--- src/rtl/alu_div_pkg.sv ---
// -----------------------------------------------------------------------------
// alu_div_pkg
// Shared definitions for the sequential signed divider that sits beside the
// combinational multiplier in the ALU.
//   DIV_WIDTH      default operand/result width (also the iteration count)
//   div_state_e    divider FSM states
//   div_cnt_width  width of the iteration counter for a given operand width
// The divide-by-zero quotient is all ones at whatever width the divider is
// built for, so it is written as '1 at the point of use.
// -----------------------------------------------------------------------------
package alu_div_pkg;

    localparam int DIV_WIDTH = 32;

    typedef enum logic [1:0] {
        DIV_IDLE   = 2'd0,
        DIV_DIVIDE = 2'd1,
        DIV_FIXUP  = 2'd2,
        DIV_DONE   = 2'd3
    } div_state_e;

    // The counter has to reach WIDTH itself, hence the +1.
    function automatic int div_cnt_width(input int width);
        return $clog2(width + 1);
    endfunction

endpackage

--- src/rtl/alu_div_if.sv ---
// -----------------------------------------------------------------------------
// alu_div_if
// Request/result bundle between the ALU control unit and the divider.
//   start     begin a division (sampled only while the divider is idle)
//   A, B      signed dividend / divisor
//   LO, HI    signed quotient / remainder (multiplier HI/LO convention)
//   busy      operation in flight; control unit stalls on it
//   done      one-cycle pulse when LO/HI have just been written
//   div_zero  last operation had a zero divisor
// master: the requester (control unit / bench); slave: the divider.
// -----------------------------------------------------------------------------
interface alu_div_if #(
    parameter int WIDTH = alu_div_pkg::DIV_WIDTH
);
    logic                    start;
    logic signed [WIDTH-1:0] A;
    logic signed [WIDTH-1:0] B;
    logic signed [WIDTH-1:0] LO;
    logic signed [WIDTH-1:0] HI;
    logic                    busy;
    logic                    done;
    logic                    div_zero;

    modport master (
        output start, A, B,
        input  LO, HI, busy, done, div_zero
    );

    modport slave (
        input  start, A, B,
        output LO, HI, busy, done, div_zero
    );
endinterface

--- src/rtl/alu_div_step.sv ---
// -----------------------------------------------------------------------------
// alu_div_step
// One combinational restoring-division step on unsigned magnitudes.
//   rem_i   partial remainder (always < dvsr_i, so WIDTH bits suffice)
//   quo_i   remaining dividend bits / quotient bits built so far
//   dvsr_i  divisor magnitude (up to 2^(WIDTH-1), exact as unsigned)
//   rem_o   next partial remainder
//   quo_o   next dividend/quotient word, new quotient bit in bit 0
// -----------------------------------------------------------------------------
module alu_div_step
    import alu_div_pkg::*;
#(
    parameter int WIDTH = DIV_WIDTH
) (
    input  logic [WIDTH-1:0] rem_i,
    input  logic [WIDTH-1:0] quo_i,
    input  logic [WIDTH-1:0] dvsr_i,
    output logic [WIDTH-1:0] rem_o,
    output logic [WIDTH-1:0] quo_o
);

    logic [WIDTH:0]   shifted;
    logic [WIDTH-1:0] diff;
    logic             fits;

    always_comb begin
        // Shift the remainder:quotient pair left by one; the shifted
        // remainder needs one extra bit before the trial subtract.
        shifted = {rem_i, quo_i[WIDTH-1]};
        fits    = (shifted >= {1'b0, dvsr_i});
        // When the divisor fits, the difference is below dvsr_i and
        // therefore representable in WIDTH bits, so the top bit can be dropped.
        diff    = shifted[WIDTH-1:0] - dvsr_i;
        rem_o   = fits ? diff : shifted[WIDTH-1:0];
        quo_o   = {quo_i[WIDTH-2:0], fits};
    end

endmodule

--- src/rtl/alu_div.sv ---
// -----------------------------------------------------------------------------
// alu_div
// Sequential signed restoring divider, WIDTH iterations per operation.
// Quotient goes to LO and remainder to HI, truncating toward zero with the
// remainder taking the dividend's sign (A == LO*B + HI, |HI| < |B|).
//   clock    rising-edge clock
//   clear_n  synchronous active-low reset
//   bus      alu_div_if slave: start/A/B in, LO/HI/busy/done/div_zero out
// Timing from the accepting edge E0: DIVIDE on E1..E_WIDTH, FIXUP writes
// LO/HI on E_WIDTH+1, done is high for the following cycle.  A zero
// divisor skips DIVIDE and writes its results on E1.
// -----------------------------------------------------------------------------
module alu_div
    import alu_div_pkg::*;
#(
    parameter int WIDTH = DIV_WIDTH
) (
    input  logic       clock,
    input  logic       clear_n,
    alu_div_if.slave   bus
);

    localparam int CNT_W = div_cnt_width(WIDTH);

    div_state_e              state_q, state_d;
    logic [CNT_W-1:0]        cnt_q, cnt_d;
    logic [WIDTH-1:0]        rem_q, rem_d;
    logic [WIDTH-1:0]        quo_q, quo_d;
    logic [WIDTH-1:0]        dvsr_q, dvsr_d;
    logic                    sgn_quo_q, sgn_quo_d;
    logic                    sgn_rem_q, sgn_rem_d;
    logic                    dz_q, dz_d;
    logic signed [WIDTH-1:0] lo_q, lo_d;
    logic signed [WIDTH-1:0] hi_q, hi_d;
    logic                    div_zero_q, div_zero_d;

    logic [WIDTH-1:0]        step_rem;
    logic [WIDTH-1:0]        step_quo;

    // Two's-complement magnitude as an unsigned WIDTH-bit value.  The most
    // negative input maps to 2^(WIDTH-1), which is exact when read unsigned.
    function automatic logic [WIDTH-1:0] magnitude(input logic [WIDTH-1:0] v);
        return v[WIDTH-1] ? -v : v;
    endfunction

    // Re-apply a sign to an unsigned magnitude.  A quotient magnitude of
    // 2^(WIDTH-1) with a positive sign wraps to the most negative value,
    // which is the intended result for MIN / -1.
    function automatic logic [WIDTH-1:0] apply_sign(input logic neg,
                                                    input logic [WIDTH-1:0] mag);
        return neg ? -mag : mag;
    endfunction

    alu_div_step #(
        .WIDTH (WIDTH)
    ) u_step (
        .rem_i  (rem_q),
        .quo_i  (quo_q),
        .dvsr_i (dvsr_q),
        .rem_o  (step_rem),
        .quo_o  (step_quo)
    );

    always_comb begin
        state_d    = state_q;
        cnt_d      = cnt_q;
        rem_d      = rem_q;
        quo_d      = quo_q;
        dvsr_d     = dvsr_q;
        sgn_quo_d  = sgn_quo_q;
        sgn_rem_d  = sgn_rem_q;
        dz_d       = dz_q;
        lo_d       = lo_q;
        hi_d       = hi_q;
        div_zero_d = div_zero_q;

        unique case (state_q)
            DIV_IDLE: begin
                if (bus.start) begin
                    dvsr_d     = magnitude(bus.B);
                    sgn_quo_d  = bus.A[WIDTH-1] ^ bus.B[WIDTH-1];
                    sgn_rem_d  = bus.A[WIDTH-1];
                    cnt_d      = '0;
                    div_zero_d = 1'b0;
                    if (bus.B == '0) begin
                        // Park |A| in the remainder so FIXUP's sign path
                        // reproduces A on HI without a separate mux.
                        dz_d    = 1'b1;
                        rem_d   = magnitude(bus.A);
                        quo_d   = '0;
                        state_d = DIV_FIXUP;
                    end else begin
                        dz_d    = 1'b0;
                        rem_d   = '0;
                        quo_d   = magnitude(bus.A);
                        state_d = DIV_DIVIDE;
                    end
                end
            end
            DIV_DIVIDE: begin
                rem_d = step_rem;
                quo_d = step_quo;
                cnt_d = cnt_q + CNT_W'(1);
                if (cnt_q == CNT_W'(WIDTH - 1)) begin
                    state_d = DIV_FIXUP;
                end
            end
            DIV_FIXUP: begin
                lo_d       = dz_q ? '1 : apply_sign(sgn_quo_q, quo_q);
                hi_d       = apply_sign(sgn_rem_q, rem_q);
                div_zero_d = dz_q;
                state_d    = DIV_DONE;
            end
            DIV_DONE: begin
                state_d = DIV_IDLE;
            end
            default: begin
                state_d = DIV_IDLE;
            end
        endcase
    end

    always_ff @(posedge clock) begin
        if (!clear_n) begin
            state_q    <= DIV_IDLE;
            cnt_q      <= '0;
            rem_q      <= '0;
            quo_q      <= '0;
            dvsr_q     <= '0;
            sgn_quo_q  <= 1'b0;
            sgn_rem_q  <= 1'b0;
            dz_q       <= 1'b0;
            lo_q       <= '0;
            hi_q       <= '0;
            div_zero_q <= 1'b0;
        end else begin
            state_q    <= state_d;
            cnt_q      <= cnt_d;
            rem_q      <= rem_d;
            quo_q      <= quo_d;
            dvsr_q     <= dvsr_d;
            sgn_quo_q  <= sgn_quo_d;
            sgn_rem_q  <= sgn_rem_d;
            dz_q       <= dz_d;
            lo_q       <= lo_d;
            hi_q       <= hi_d;
            div_zero_q <= div_zero_d;
        end
    end

    // busy covers FIXUP and DONE as well, so it drops together with done.
    assign bus.busy     = (state_q != DIV_IDLE);
    assign bus.done     = (state_q == DIV_DONE);
    assign bus.LO       = lo_q;
    assign bus.HI       = hi_q;
    assign bus.div_zero = div_zero_q;

endmodule
--- src/flat_wrapper.sv ---
// flat-port wrapper written by rule: the top's interface ports become plain ports
module alu_div_flat import alu_div_pkg::*;
#(
    parameter int WIDTH = DIV_WIDTH
)
  (clock, clear_n, bus_start, bus_A, bus_B, bus_LO, bus_HI, bus_busy, bus_done, bus_div_zero);
  alu_div_if #(.WIDTH(WIDTH)) bus_i ();
  input  logic clock;
  input  logic clear_n;
  input wire logic [$bits(bus_i.start)-1:0] bus_start;
  input wire logic [$bits(bus_i.A)-1:0] bus_A;
  input wire logic [$bits(bus_i.B)-1:0] bus_B;
  output wire logic [$bits(bus_i.LO)-1:0] bus_LO;
  output wire logic [$bits(bus_i.HI)-1:0] bus_HI;
  output wire logic [$bits(bus_i.busy)-1:0] bus_busy;
  output wire logic [$bits(bus_i.done)-1:0] bus_done;
  output wire logic [$bits(bus_i.div_zero)-1:0] bus_div_zero;
  assign bus_i.start = bus_start;
  assign bus_i.A = bus_A;
  assign bus_i.B = bus_B;
  assign bus_LO = bus_i.LO;
  assign bus_HI = bus_i.HI;
  assign bus_busy = bus_i.busy;
  assign bus_done = bus_i.done;
  assign bus_div_zero = bus_i.div_zero;
  alu_div #(.WIDTH(WIDTH)) u_core (.clock(clock), .clear_n(clear_n), .bus(bus_i));
endmodule
--- config.mk ---
export PLATFORM = sky130hd
export DESIGN_NAME = alu_div_flat
export DESIGN_NICKNAME = d
export VERILOG_FILES = /design/src/rtl/alu_div_pkg.sv /design/src/rtl/alu_div_if.sv /design/src/rtl/alu_div_step.sv /design/src/rtl/alu_div.sv /design/src/flat_wrapper.sv
export SDC_FILE = /design/constraint.sdc
export NUM_CORES = 1
export LEC_CHECK = 0
export ABC_CLOCK_PERIOD_IN_PS = 3900
export CAP_MARGIN = 20
export CORE_MARGIN = 2
export CORE_UTILIZATION = 58
export DETAILED_ROUTE_END_ITERATION = 12
export GPL_TIMING_DRIVEN = 1
export HOLD_SLACK_MARGIN = 0.06
export PLACE_DENSITY = 0.87
export SYNTH_ARGS = -nofsm -noshare
export SYNTH_HDL_FRONTEND = slang
export SYNTH_SLANG_ARGS = --single-unit
--- constraint.sdc ---
create_clock -name clock -period 3.9 [get_ports clock]
set_clock_uncertainty 0.1 [all_clocks]
set_input_delay 0.585 -clock clock [delete_from_list [all_inputs] [get_ports clock]]
set_output_delay 0.585 -clock clock [all_outputs]
set_load 0.02 [all_outputs]
==> results_dict.tcl, run 1 <==
set metrics [dict create \
    ys_types 71 \
    wl_per_cell_um 19.6 \
    worstSetupEndpoint "u_core.rem_q[3]$_SDFFE_PN0P_" \
    grtUsageTotal_pct 33.0 \
    multi_input_area_sq_um 7860 \
    post_cts_buffers 0 \
    yosysWarningCount 0 \
    rr_startpoint "u_core.rem_q[15]$_SDFFE_PN0P_" \
    row_count 52 \
    initial_core_util_pct 59.0 \
    post-route-period-util_pct 91.1 \
    grt_start_max_net_pins 79 \
    clock_power_share_pct 12.8 \
    die_x_um 147 \
    routed_wl_mm 36.6 \
    coreArea_sq_um 20200 \
    crit_family "compound AO/OA/AOI/OAI gates" \
    cts_tree "yes" \
    fillCellCount 1611 \
    cts_resized 0 \
    grt_pass1_vias 10900 \
    rr_endpoint "u_core.rem_q[3]$_SDFFE_PN0P_" \
    end_kind "register" \
    p_seq_share_pct 22.3 \
    cpMaxStageDelayCell "a2111oi_4" \
    grt_pass1_wl_mm 57.6 \
    dpl_cell_area_sq_um 13600 \
    numCtsBuffers 17 \
    crit_arrival_ns 3.79 \
    clkLatencyLatePin_ns 0.45 \
    fmax_mhz 282 \
    async_flop_share_pct 0 \
    p_comb_share_pct 64.9 \
    cp-startpoint "u_core.rem_q[15]$_SDFFE_PN0P_" \
    finish.instance_area_sq_um 14200 \
    worst_r2r_path_depth 9 \
    clk_path_buf_depth 2 \
    synthCells 1493 \
    finalHoldViolCount 0 \
    cp.depth 9 \
    worstSetupStartpointType "register" \
    r2r_setup_slack_ns 0.35 \
    die_area_sq_um 21700 \
    synthTopCellsByArea "dfxtp_1 29%, o211a_1 6.3%, xor2_1 5.8%, nand2_1 5.3%, o21ai_0 4.8%" \
    yosys.area.top_type_share_pct 28.9 \
    syn_area_sq_um 11900 \
    syn_area_per_cell_sq_um 7.99 \
    path_buf_inv 1 \
    setup_viol 0 \
    place_hpwl_mm 27.6 \
    max_cap_violations 0 \
    rsz0062_at_grt "false" \
    cts.sinks 172 \
    slew_headroom_pct 26.4 \
    dr.pass1.iters 5 \
    hp-class "register to register" \
    num_vias 12000 \
    ys_ff_latch 172 \
    synth-main-ff-cell "dfxtp_1" \
    dieHeight_um 147 \
    post_drt_via_cell_ratio 6.44 \
    fin_setup_tns_ns 0 \
    diodes 0 \
    final_antenna_net_count 0 \
    clk_pin_slew_worst_paths_ns 0.08 \
    layout-drive-gt1-share_pct 9.27 \
    synth_nets 1602 \
    worstPathRequired_ns 4.13 \
    overflow 0 \
    power_switching_mw 6.97 \
    antenna_found_initial 0 \
    min-delay-start "u_core.bus.HI[22]$_SDFFE_PN0P_" \
    synth_edf_count 0 \
    io_buffers 133 \
    status "finished clean" \
    synth_top_cell_by_area "dfxtp_1" \
    register_area_sq_um 3440 \
    irDropWorstVdd_mv 0.477 \
    cts_hold_buf 0 \
    maxSlewViolCount 0 \
    finalCriticalPeriod_ns 3.55 \
    worst_pin_slew_ns 1.10 \
    whs_ns 0.379 \
    drc 0 \
    worstPathMaxFanout 12 \
    fin_util_pct 70.2 \
    htree_levels 4 \
    power_density_nw_per_um2 989 \
    fin_nets 1693 \
    cts-root-buf "clkbuf_16" \
    ys_seq_area_share_pct 28.9 \
    p_leak_nw 5.92 \
    slowest_delay_ns 0.61 \
    ios 134 \
    place_congestion 1.01 \
    cp_cell_sequence "ha_1 -> nand4_1 -> nor3_1 -> o21ai_1 -> a2111oi_4 -> or2_1 -> buf_4 -> mux2_4 -> o21a_1" \
    critPathKind "register to register" \
    netSwitchingFraction_pct 49.6 \
    syn2layout_area_growth_pct 19.0 \
    p_int_mw 7.08 \
    drt_iter0_markers 1184 \
]
==> Yosys cell counts, types with 19 or more instances <==
| master | instances |
|---|---|
| o211ai_1 | 33 |
| o21ai_0 | 114 |
| o211a_1 | 75 |
| xnor2_1 | 65 |
| nand3_1 | 35 |
| nand2_1 | 169 |
| dfxtp_1 | 172 |
| nor2_1 | 96 |
| o31ai_1 | 34 |
| or3_1 | 19 |
| xor2_1 | 79 |
| inv_1 | 55 |
| a21oi_1 | 74 |
| clkbuf_1 | 87 |
| nor3_1 | 25 |
| nand4_1 | 19 |
| o221a_2 | 30 |
| ha_1 | 41 |
==> placed cells by master (no fill, tap or decap), types with 14 or more instances in the layout <==
cell             count
nor3_1              25
dfxtp_1            172
o211a_1             75
nand3_1             35
o21ai_0            114
a21oi_1             73
o31ai_1             34
mux2i_1             17
nor2_1              96
clkdlybuf4s50_1    132
clkbuf_16           17
nand2_1            169
buf_4               48
inv_1               55
a211oi_1            14
o211ai_1            33
nor2b_1             18
or3_1               19
nand4_1             19
xor2_1              79
a31oi_1             15
ha_1                39
o41ai_1             17
o221a_2             30
xnor2_1             65
o21a_1              16
==> worst reg2reg max path, cell delays in order, from the launching register on <==
cell,delay [ns]
dfxtp_1,0.43
ha_1,0.49
nand4_1,0.25
nor3_1,0.30
o21ai_1,0.26
a2111oi_4,0.61
or2_1,0.24
buf_4,0.25
mux2_4,0.32
o21a_1,0.18
==> cell type report <==
cell class	count	share of cell area [%]
clock buffer	17	3.00
clock inverter	15	1.41
inverter	56	1.48
multi-input combinational	1155	55.3
sequential	172	24.3
tap	270	2.38
timing repair buffer	182	12.1
==> power by group through the flow <==
stage | sequential (mW) | clock (mW) | combinational [mW]
after detailed placement | 3.12 | 0 | 8.87
after global placement | 3.08 | 0 | 8.69
final | 3.14 | 1.79 | 9.11
after floorplan | 3.24 | 0 | 6.06
after global routing | 3.19 | 1.87 | 9.84
after CTS | 3.09 | 1.79 | 8.95
==> worst min-delay path by stage <==
stage | end | cells after the start | slack [ns]
floorplan | u_core.dvsr_q[31]$_SDFFE_PN0P_ | 2 | 0.34
global route | u_core.bus.HI[4]$_SDFFE_PN0P_ | 1 | 0.39
global placement | u_core.dvsr_q[31]$_SDFFE_PN0P_ | 2 | 0.35
finish | u_core.bus.HI[22]$_SDFFE_PN0P_ | 1 | 0.38
detailed placement | u_core.bus.HI[22]$_SDFFE_PN0P_ | 1 | 0.37
CTS | u_core.bus.HI[22]$_SDFFE_PN0P_ | 1 | 0.38
==> logic make-up (layout without fill, tap and decap cells) <==
family	Yosys count	after routing	share of synthesized area, %
AO/OA/AOI/OAI	484	484	29.7
XOR/XNOR	144	144	10.6
adder cells (fa/ha/maj)	42	42	4.47
buffers and inverters	166	270	5.46
flip-flops	172	172	28.9
multiplexers	24	24	2.31
AND/OR/NAND/NOR	461	461	18.6
==> through the flow <==
step / worst slack [ns] / instances / total power [mW]
CTS: 0.443 / 1867 / 13.8
floorplan: 0.923 / 1493 / 9.30
finish: 0.348 / 1867 / 14.0
global route: 0.159 / 1867 / 14.9
global placement: 0.294 / 1835 / 11.8
detailed placement: 0.160 / 1835 / 12.0
==> sequential cells by signal, summed over array words and instances (netlist names) <==
name and cells:
u_core.rem_q 32, u_core.quo_q 32, u_core.sgn_rem_q 1, u_core.sgn_quo_q 1, u_core.dvsr_q 32, u_core.cnt_q 6, u_core.bus.LO 32, u_core.state_q 2
u_core.dz_q 1, u_core.bus.HI 32, u_core.bus.div_zero 1
==> per-layer routing <==
layer / track usage (%) / wire length [um] / vias to the layer above
met5: 0 / 0 / -
met4: 14.7 / 1560 / 0
met3: 5.28 / 3110 / 89
met2: 52.2 / 16400 / 582
met1: 44.8 / 15500 / 5683
li1: - / - / 5667
Power figures use the tool's default switching activity.
==> inputs of run 2 (changes only) <==
--- a/config.mk
+++ b/config.mk
@@ -12,7 +12,7 @@
 export DETAILED_ROUTE_END_ITERATION = 12
 export GPL_TIMING_DRIVEN = 1
 export HOLD_SLACK_MARGIN = 0.06
-export PLACE_DENSITY = 0.87
+export PLACE_DENSITY_LB_ADDON = 0.15
 export SYNTH_ARGS = -nofsm -noshare
 export SYNTH_HDL_FRONTEND = slang
 export SYNTH_SLANG_ARGS = --single-unit
==> results_dict.tcl, run 2 (synthesized netlist as in run 1, its figures left out) <==
set metrics [dict create \
    grt_pass1_wl_mm 58.1 \
    clk_path_buf_depth 2 \
    final_common_cell "dfxtp_1" \
    row_count 52 \
    wl_met1_mm 16.0 \
    cts.sinks 172 \
    clkLatencyLatePin_ns 0.44 \
    wl_met2_mm 16.5 \
    final_cell_mix "172 x dfxtp_1, 169 x nand2_1, 132 x clkdlybuf4s50_1" \
    worstSetupStartpointType "register" \
    cts_tree "yes" \
    irDropWorstVdd_mv 0.476 \
    hp-class "register to register" \
    slowest_delay_ns 0.65 \
    io_buffers 133 \
    routed_wl_mm 37.0 \
    htree_levels 4 \
    pre_cts_slack_ns 0.249 \
    setup_viol 0 \
    place_hpwl_mm 28.2 \
    fin_setup_tns_ns 0 \
    antenna_found_initial 0 \
    fin_nets 1696 \
    cp_cell_sequence "inv_1 -> ha_1 -> nand3_1 -> o21bai_1 -> a21oi_1 -> o21ai_1 -> a2111oi_4 -> or2_1 -> buf_4 -> mux2_4 -> o21a_1" \
    initial_core_util_pct 59.0 \
    die_x_um 147 \
    dr_wl_met3_mm 2.55 \
    num_vias 11800 \
    power_density_nw_per_um2 979 \
    worst_pin_slew_ns 0.943 \
    final_antenna_net_count 0 \
    post-route-period-util_pct 91.6 \
    crit_arrival_ns 3.80 \
    finalCriticalPeriod_ns 3.57 \
    fin_cells 1869 \
    worstPathRequired_ns 4.12 \
    numCtsBuffers 17 \
    coreArea_sq_um 20200 \
    worst_slack_ns 0.326 \
    slew_headroom_pct 37.2 \
    p_int_mw 7.01 \
    grtUsageTotal_pct 33.8 \
    diodes 0 \
    holdPathStages 1 \
    maxSlewViolCount 0 \
    die_area_sq_um 21700 \
    rsz0062_at_grt "false" \
    worst_r2r_path_depth 11 \
    post_drt_via_cell_ratio 6.30 \
    wl_per_cell_um 19.8 \
    finalPower_mw 13.9 \
    ios 134 \
    dr.pass1.iters 5 \
    cpMaxStageDelayCell "a2111oi_4" \
    end_kind "register" \
    dp.cells 1838 \
    worstPathMaxFanout 12 \
    place_congestion 1.00 \
    drc 0 \
    critPathKind "register to register" \
    max_cap_violations 0 \
    p_leak_nw 5.90 \
    status "finished clean" \
    syn2layout_area_growth_pct 18.7 \
    fmax_mhz 280 \
    power_switching_mw 6.86 \
    dieHeight_um 147 \
    cts_resized 0 \
    drt_iter0_markers 1190 \
    netSwitchingFraction_pct 49.5 \
    grt_pass1_vias 10700 \
    highest_layer "met4" \
    post_cts_buffers 0 \
    p_seq_share_pct 22.2 \
    grt_start_max_net_pins 89 \
    layout-drive-gt1-share_pct 9.38 \
    clk_pin_slew_worst_paths_ns 0.08 \
    p_comb_share_pct 65.6 \
    cts-root-buf "clkbuf_16" \
    cts_hold_buf 0 \
    overflow 0 \
    finalHoldViolCount 0 \
    clock_power_share_pct 12.2 \
]
## run 2: cell types whose count changed in the layout (fill, tap and decap cells not counted)
cell,previous run,this run
buf_12,2,1
clkinv_4,3,2
buf_4,48,52
inv_6,2,3
clkinv_8,5,3
bufinv_16,1,0
clkinvlp_4,0,2
## run 2: per-layer routing
layer	vias up	global-route usage (%)
li1	5656	-
met4	0	16.8
met1	5539	45.9
met2	487	53.5
met3	87	3.95
met5	-	0
## run 2: worst paths after layout
path / start / to / slack (ns)
worst max-delay path: u_core.dvsr_q[3]$_SDFFE_PN0P_ / u_core.rem_q[22]$_SDFFE_PN0P_ / 0.33
worst min-delay path: u_core.bus.HI[15]$_SDFFE_PN0P_ / u_core.bus.HI[15]$_SDFFE_PN0P_ / 0.38
worst max register to register: u_core.dvsr_q[3]$_SDFFE_PN0P_ / u_core.rem_q[22]$_SDFFE_PN0P_ / 0.33
worst min register to register: u_core.bus.HI[15]$_SDFFE_PN0P_ / u_core.bus.HI[15]$_SDFFE_PN0P_ / 0.38
## run 2: critical path, delay by kind of cell (launching register included)
family | cells | cell delay [ns]
AOI/OAI and AO/OA | 5 | 1.52
adders and majority gates | 1 | 0.40
DFF | 1 | 0.42
muxes | 1 | 0.33
and+or+nand+nor | 2 | 0.36
buffers and inverters | 2 | 0.33
## run 2: per-stage QoR
stage	utilization [%]	instance area [sq um]	hold slack (ns)
floorplan	-	11900	0.341
global placement	67.1	13600	0.358
detailed placement	67.1	13600	0.365
CTS	70.0	14200	0.383
global route	70.0	14200	0.394
finish	70.0	14200	0.380
## run 2: area by class of cell
cell class / instances / area, sq um
clock buffers: 17 / 425
clock inverters: 14 / 153
fillers: 1695 / 6080
inverters: 56 / 210
multi-input cells: 1155 / 7860
flip-flops and latches: 172 / 3440
well taps: 270 / 338
repair buffers: 185 / 1730
## run 2: power groups by stage
stage          sequential, mW  combinational, mW  clock (mW)
2_1_floorplan            3.24               6.06           0
3_3_place_gp             3.07               8.79           0
3_5_place_dp             3.08               8.88           0
4_1_cts                  3.05               8.93        1.71
5_1_grt                  3.14               9.86        1.78
6_report                 3.08               9.10        1.69
==> inputs of run 3 (changes only) <==
--- a/config.mk
+++ b/config.mk
@@ -10,6 +10,7 @@
 export CORE_MARGIN = 2
 export CORE_UTILIZATION = 58
 export DETAILED_ROUTE_END_ITERATION = 12
+export GPL_ROUTABILITY_DRIVEN = 0
 export GPL_TIMING_DRIVEN = 1
 export HOLD_SLACK_MARGIN = 0.06
 export PLACE_DENSITY_LB_ADDON = 0.15
==> results_dict.tcl, run 3 (synthesized netlist as in run 1, its figures left out) <==
set metrics [dict create \
    status "finished clean" \
    crit_arrival_ns 3.66 \
    dieHeight_um 147 \
    drc 0 \
    critPathKind "register to register" \
    cts_resized 0 \
    syn2layout_area_growth_pct 18.2 \
    fin_setup_tns_ns 0 \
    dp.cells 1831 \
    cts.sinks 172 \
    rsz0062_at_grt "false" \
    worstPathRequired_ns 4.13 \
    final_antenna_net_count 0 \
    irDropWorstVdd_mv 0.530 \
    overflow 0 \
    cp_cell_sequence "ha_1 -> nand3_1 -> nor3_1 -> o21ai_1 -> a2111oi_4 -> or2_1 -> buf_4 -> mux2_4 -> o21a_1" \
    slowest_delay_ns 0.61 \
    drt_iter0_markers 1075 \
    htree_levels 4 \
    die_area_sq_um 21700 \
    setup_viol 0 \
    netSwitchingFraction_pct 49.3 \
    routed_wl_mm 36.5 \
    post_drt_via_cell_ratio 6.35 \
    fmax_mhz 291 \
    cts_hold_buf 0 \
    power_density_nw_per_um2 977 \
    final_common_cell "dfxtp_1" \
    num_vias 11800 \
    p_leak_nw 5.86 \
    io_buffers 133 \
    fin_cells 1862 \
    diodes 0 \
    place_hpwl_mm 27.8 \
    clkLatencyLatePin_ns 0.44 \
    p_int_mw 7.00 \
    cts_tree "yes" \
    maxSlewViolCount 0 \
    layout-drive-gt1-share_pct 8.98 \
    ios 134 \
    hp-class "register to register" \
    p_comb_share_pct 65.0 \
    fillCellCount 1690 \
    final_cell_mix "172 x dfxtp_1, 169 x nand2_1, 132 x clkdlybuf4s50_1" \
    cts-root-buf "clkbuf_16" \
    max_cap_violations 0 \
    row_count 52 \
    antenna_found_initial 0 \
    grt_start_max_net_pins 93 \
    grtUsageTotal_pct 33.5 \
    worstSetupStartpointType "register" \
    initial_core_util_pct 59.0 \
    die_x_um 147 \
    end_kind "register" \
    coreArea_sq_um 20200 \
    clock_power_share_pct 12.3 \
    worst_pin_slew_ns 1.05 \
    slew_headroom_pct 30.2 \
    fin_nets 1689 \
    grt_pass1_wl_mm 58.0 \
    finalCriticalPeriod_ns 3.43 \
    grt_pass1_vias 10800 \
    worstPathMaxFanout 12 \
    finalHoldViolCount 0 \
    clk_path_buf_depth 2 \
    wl_per_cell_um 19.6 \
    numCtsBuffers 17 \
    p_seq_share_pct 22.7 \
    dr.pass1.iters 6 \
    post-route-period-util_pct 88.0 \
    cpMaxStageDelayCell "a2111oi_4" \
    post_cts_buffers 0 \
    power_switching_mw 6.79 \
    clk_pin_slew_worst_paths_ns 0.07 \
]
[run 3: changes by cell type in the layout (fill, tap and decap cells not counted)]
cell,before,now
inv_6,3,5
bufinv_16,0,1
clkinv_4,2,0
inv_8,4,3
buf_4,52,45
clkinvlp_4,2,4
clkinv_8,3,1
[run 3: area by class of cell]
cell class / count / area [sq um] / area share, %
clock buffer: 17 / 425 / 3.02
clock inverter: 14 / 154 / 1.09
inverter: 56 / 210 / 1.49
multi-input combinational: 1155 / 7860 / 55.7
sequential: 172 / 3440 / 24.4
tap: 270 / 338 / 2.39
timing repair buffer: 178 / 1680 / 11.9
[run 3: final timing paths]
check                                                   start  slack [ns]                       endpoint  cells after the start
worst max-delay path            u_core.rem_q[16]$_SDFFE_PN0P_        0.47  u_core.rem_q[22]$_SDFFE_PN0P_                      9
worst min-delay path            u_core.bus.HI[4]$_SDFFE_PN0P_        0.38  u_core.bus.HI[4]$_SDFFE_PN0P_                      1
worst max register to register  u_core.rem_q[16]$_SDFFE_PN0P_        0.47  u_core.rem_q[22]$_SDFFE_PN0P_                      9
worst min register to register  u_core.bus.HI[4]$_SDFFE_PN0P_        0.38  u_core.bus.HI[4]$_SDFFE_PN0P_                      1
[run 3: critical path, delay by kind of cell, from the launching register on]
kind	cells	cell delay [ns]
adders and majority gates	1	0.51
buffers and inverters	1	0.24
DFF	1	0.42
and+or+nand+nor	3	0.67
muxes	1	0.33
AOI/OAI and AO/OA	3	1.05
[run 3: per-layer routing]
metal / vias to the layer above / track usage (%) / routed length (um)
li1: 5660 / - / -
met1: 5495 / 45.0 / 15500
met2: 561 / 52.1 / 16100
met3: 103 / 5.09 / 2840
met4: 0 / 17.7 / 2100
met5: - / 0 / 0
[run 3: power groups by stage]
| stage | registers, mW | clock network, mW | logic [mW] |
|---|---|---|---|
| after floorplan | 3.24 | 0 | 6.06 |
| after global placement | 3.09 | 0 | 8.59 |
| after detailed placement | 3.12 | 0 | 8.71 |
| after CTS | 3.09 | 1.71 | 8.77 |
| after global routing | 3.20 | 1.78 | 9.70 |
| final | 3.12 | 1.70 | 8.96 |
[run 3: through the flow]
step / utilization (%) / worst slack, ns / hold WS (ns) / area, sq um / total power, mW
CTS: 69.7 / 0.568 / 0.383 / 14100 / 13.6
global route: 69.7 / 0.353 / 0.397 / 14100 / 14.7
detailed placement: 66.9 / 0.355 / 0.369 / 13500 / 11.8
global placement: 66.9 / 0.438 / 0.359 / 13500 / 11.7
finish: 69.7 / 0.467 / 0.382 / 14100 / 13.8
floorplan: - / 0.923 / 0.341 / 11900 / 9.30
